`src/rtl/color_gen.sv`:
```
// LFSR-driven red/green/blue sequence generator; first color valid one cycle after start.
// Valid/ready output: color, last and the LFSR hold while ready is low; back-to-back beats allowed.
module color_gen #(
    parameter int         LEN_W    = 8,
    parameter logic [7:0] SEED_DEF = 8'hA5
) (
    input  logic             clk,
    input  logic             rst_n,
    input  logic             start,
    input  logic [LEN_W-1:0] len,
    input  logic             seed_load,
    input  logic [7:0]       seed,
    output logic [1:0]       color,
    output logic             valid,
    input  logic             ready,
    output logic             last,
    output logic             busy,
    output logic             done
);

    typedef enum logic {IDLE, RUN} state_t;

    state_t           state_q, state_d;
    logic [7:0]       lfsr_q, lfsr_d;
    logic [1:0]       color_q, color_d;
    logic [LEN_W-1:0] cnt_q, cnt_d;
    logic             done_q, done_d;

    logic [7:0]       seed_eff;
    logic [7:0]       lfsr_base;

    function automatic logic [7:0] lfsr_adv(input logic [7:0] l);
        return {l[6:0], l[7] ^ l[5] ^ l[4] ^ l[3]};
    endfunction

    function automatic logic [1:0] first_color(input logic [7:0] l);
        return (l[1:0] == 2'd3) ? 2'd0 : l[1:0];
    endfunction

    // (prev + 1 + bit) mod 3; the step is always 1 or 2 so neighbours never match
    function automatic logic [1:0] next_color(input logic [1:0] prev, input logic b);
        logic [2:0] s;
        s = {1'b0, prev} + 3'd1 + {2'b00, b};
        return (s >= 3'd3) ? 2'(s - 3'd3) : s[1:0];
    endfunction

    // A zero seed would lock the LFSR, so it is replaced by the default
    assign seed_eff  = (seed == 8'h00) ? SEED_DEF : seed;
    assign lfsr_base = seed_load ? seed_eff : lfsr_q;

    always_comb begin
        state_d = state_q;
        lfsr_d  = lfsr_q;
        color_d = color_q;
        cnt_d   = cnt_q;
        done_d  = 1'b0;
        case (state_q)
            IDLE: begin
                if (seed_load) begin
                    lfsr_d = seed_eff;
                end
                if (start) begin
                    if (len == '0) begin
                        done_d = 1'b1;
                    end else begin
                        color_d = first_color(lfsr_base);
                        lfsr_d  = lfsr_adv(lfsr_base);
                        cnt_d   = len;
                        state_d = RUN;
                    end
                end
            end
            RUN: begin
                if (ready) begin
                    if (cnt_q == LEN_W'(1)) begin
                        state_d = IDLE;
                        cnt_d   = '0;
                        done_d  = 1'b1;
                    end else begin
                        cnt_d   = cnt_q - LEN_W'(1);
                        color_d = next_color(color_q, lfsr_q[0]);
                        lfsr_d  = lfsr_adv(lfsr_q);
                    end
                end
            end
            default: state_d = IDLE;
        endcase
    end

    always_ff @(posedge clk or negedge rst_n) begin
        if (!rst_n) begin
            state_q <= IDLE;
            lfsr_q  <= SEED_DEF;
            color_q <= 2'd0;
            cnt_q   <= '0;
            done_q  <= 1'b0;
        end else begin
            state_q <= state_d;
            lfsr_q  <= lfsr_d;
            color_q <= color_d;
            cnt_q   <= cnt_d;
            done_q  <= done_d;
        end
    end

    assign valid = (state_q == RUN);
    assign busy  = (state_q == RUN);
    assign last  = valid & (cnt_q == LEN_W'(1));
    assign color = color_q;
    assign done  = done_q;

endmodule

```
`config.mk`:
```
export PLATFORM = sky130hd
export DESIGN_NAME = color_gen
export DESIGN_NICKNAME = d
export VERILOG_FILES = /design/src/rtl/color_gen.sv
export SDC_FILE = /design/constraint.sdc
export NUM_CORES = 1
export LEC_CHECK = 0
export ABC_AREA = 1
export CAP_MARGIN = 20
export CORE_ASPECT_RATIO = 1.2
export CORE_UTILIZATION = 40
export CTS_CLUSTER_DIAMETER = 80
export DETAILED_ROUTE_END_ITERATION = 16
export PLACE_DENSITY_LB_ADDON = 0.25
export SLEW_MARGIN = 20
export SYNTH_ARGS = -nofsm -noshare
export SYNTH_HDL_FRONTEND = slang
export SYNTH_SLANG_ARGS = --single-unit
```
`constraint.sdc`:
```
create_clock -name clk -period 1.95 [get_ports clk]
set_input_delay 0.4875 -clock clk [delete_from_list [all_inputs] [get_ports clk]]
set_output_delay 0.4875 -clock clk [all_outputs]
set_load 0.02 [all_outputs]
```
==> results.py <==
metrics = {
    "sta": {
        "rsz0062_at_grt": "yes",
        "setup_viol": 0,
        "relSlewSlack_pct": 76.8,
        "tns_ps": 0,
        "period_minus_slack_ps": 1860,
        "whs_ps": 524,
        "hold_violations": 0,
        "fmax_ghz": 0.537,
        "fin_crit_sh_pct": 95.6,
        "slew_violations": 0,
        "skew_ps": 3.42,
        "final.setup.worst_slack_ps": 86.8,
        "worst_pin_slew_ps": 344,
    },
    "layout": {
        "final_cells": 314,
        "antenna_cells": 0,
        "multiInputGateArea_sq_um": 915,
        "layout-area-overhead-vs-synth_pct": 37.9,
        "final_layout_size_suffix_gt1_share_pct": 23.3,
        "regArea_sq_um": 505,
        "utilization_pct": 57.8,
        "final_common_cell": "nand2_1",
        "final_nets": 289,
        "fillers": 368,
        "final_cell_mix": "35 x nand2_1, 34 x nor2_1, 29 x buf_4",
        "final_cell_area_sq_mm": 0.00212,
    },
    "worst_setup_path": {
        "rr_worst_depth": 8,
        "cp.required_ps": 1460,
        "critPathMaxStageDelay_ps": 380,
        "critPathMaxFanout": 2,
        "regToRegStartpoint": "lfsr_q[0]$_DFFE_PN1P_",
        "cp-start-kind": "register",
        "slowest_stage": "dfrtp_1",
        "r2r_slack_ps": 120,
        "r2r-end": "color[1]$_DFFE_PN0P_",
        "worstPathCellList": "inv_1 > nand2_1 > nor3_2 > nand4_1 > nor2_2 > buf_6",
        "end_kind": "output port",
        "worstPathArrival_ps": 1380,
        "critPathKind": "register to output port",
    },
    "synthesis": {
        "syn_nets": 235,
        "synth_cell_types": 34,
        "ys_ff_latch": 20,
        "syn_inst": 209,
        "synth_flop_cell": "dfrtp_1",
        "postSynthAreaPerCell_sq_um": 7.34,
        "syn-cell-area_sq_mm": 0.00153,
        "synth_edf_count": 0,
        "ys_warn_count": 0,
        "ys_seq_area_share_pct": 33.0,
        "async_flop_share_pct": 100,
    },
    "place": {
        "placed_area_sq_mm": 0.00202,
        "preCtsSetupSlack_ps": -134,
        "port_buffers": 26,
        "dp_hpwl_microns": 2750,
        "place_congestion": 0.848,
        "dp_cells": 308,
    },
    "clocking": {
        "cts_root_buf": "clkbuf_8",
        "cts_tree": "done",
        "cts_num_sinks": 20,
        "cts_buffers": 3,
        "clk_latency_ps": 260,
        "clkTransAtPathRegs_ps": 80,
        "hold_buffers": 0,
        "clk_path_buf_depth": 2,
        "htreeDepth": 1,
    },
    "power_and_ir_drop": {
        "netSwitchingFraction_pct": 41.5,
        "p_leak_nw": 0.950,
        "p_per_area_mw_per_mm2": 1240,
        "p_sw_mw": 1.09,
        "clkPwrFrac_pct": 12.4,
        "p_int_mw": 1.54,
        "p_comb_share_pct": 58.8,
        "p_seq_share_pct": 28.7,
        "power_mw": 2.63,
        "vdd_ir_drop_max_mv": 0.575,
    },
    "status": {
        "status": "complete, no violations",
    },
    "grt": {
        "overflow": 0,
        "grt_pass1_wl_microns": 6160,
        "grt_max_degree": 21,
        "grt_pass1_vias": 1478,
        "antenna_found_initial": 0,
        "grt_use_total_pct": 19.3,
    },
    "floorplan": {
        "dieArea_sq_mm": 0.00409,
        "pin_count": 27,
        "coreArea_sq_mm": 0.00366,
        "start_util_pct": 41.9,
        "fp.dieW_microns": 58.5,
        "rows": 24,
        "die_h_microns": 69.8,
    },
    "routing": {
        "vias_per_cell": 4.80,
        "drtIter0Drc": 57,
        "drcViolationCount": 0,
        "dr.pass1.iters": 4,
        "drtAntennaViolNets": 0,
        "routed_wl_microns": 3600,
        "num_vias": 1507,
        "wl_per_cell_microns": 11.4,
    },
    "min_path": {
        "worstHoldEndpoint": "lfsr_q[2]$_DFFE_PN1P_",
        "hold_path_depth": 2,
        "worstHoldPathType": "register to register",
        "worstHoldStart": "lfsr_q[2]$_DFFE_PN1P_",
    },
    "job": {
        "cap_violations": 0,
    },
}
==> cells in the mapped netlist (4+ instances only) <==
master    instances  share of area (%)
a21oi_1          22                7.2
dfrtp_1          16                 26
dfstp_2           4                6.9
ha_1              4                3.3
inv_1            22                5.4
nand2_1          35                8.6
nand3_1           5                1.6
nor2_1           36                8.8
o211ai_1          5                2.4
o21ai_0          12                3.9
o21ai_2           7                4.0
o22ai_1           4                1.6
xor2_1            7                4.0
==> critical path, delay by kind of cell, from the launching register on <==
family	cells	cell delay (ps)
buf+inv	2	210
flops	1	380
simple gates	4	520
==> metal layers <==
layer	part of all wire (%)	track usage, %	vias up
met3	3.0	3.17	6
met4	1.9	9.26	0
met5	0	0	-
li1	-	-	797
met2	50	31.7	33
met1	45	24.1	671
==> final cells by class <==
class                   count  share of cell area [%]
well taps                  52                    3.08
flip-flops and latches     20                    23.9
repair buffers             55                    22.6
clock buffers               4                    2.60
multi-input cells         158                    43.2
inverters                  25                    4.55
==> flip-flops by register name, indices dropped and copies added (netlist names) <==
name and count:
busy 1, cnt_q 8, color 2, done 1
lfsr_q 8
==> power by group through the flow <==
stage | clock, mW | sequential (mW) | combinational [mW]
6_report | 0.326 | 0.754 | 1.54
5_1_grt | 0.344 | 0.779 | 1.77
4_1_cts | 0.331 | 0.756 | 1.48
3_5_place_dp | 0 | 0.762 | 1.48
3_3_place_gp | 0 | 0.759 | 1.45
2_1_floorplan | 0 | 0.782 | 0.967
==> cell families after synthesis <==
| logic type | after synthesis | share of synthesized area [%] |
|---|---|---|
| AOI/OAI and AO/OA | 58 | 24.1 |
| xor gates and xnor gates | 9 | 5.14 |
| adders and majority gates | 5 | 4.57 |
| buffers and inverters | 31 | 9.22 |
| DFF | 20 | 33.0 |
| muxes | 2 | 1.31 |
| and+or+nand+nor | 84 | 22.8 |
==> what timing repair did <==
item	4_1_cts	5_1_grt
cloned	0	0
pin swaps	0	2
setup buffers	0	2
endpoints found under the hold margin	0	0
setup endpoints to repair	1	6
gates resized for setup	4	11
==> worst max path at each step <==
stage,start,end,cells past startpoint
2_1_floorplan,lfsr_q[0]$_DFFE_PN1P_,color[1]$_DFFE_PN0P_,8
3_3_place_gp,cnt_q[3]$_DFFE_PN0P_,last,6
3_5_place_dp,len[0],cnt_q[1]$_DFFE_PN0P_,9
4_1_cts,cnt_q[3]$_DFFE_PN0P_,last,6
5_1_grt,lfsr_q[0]$_DFFE_PN1P_,color[1]$_DFFE_PN0P_,8
6_report,cnt_q[3]$_DFFE_PN0P_,last,6
Power figures use the tool's default switching activity.
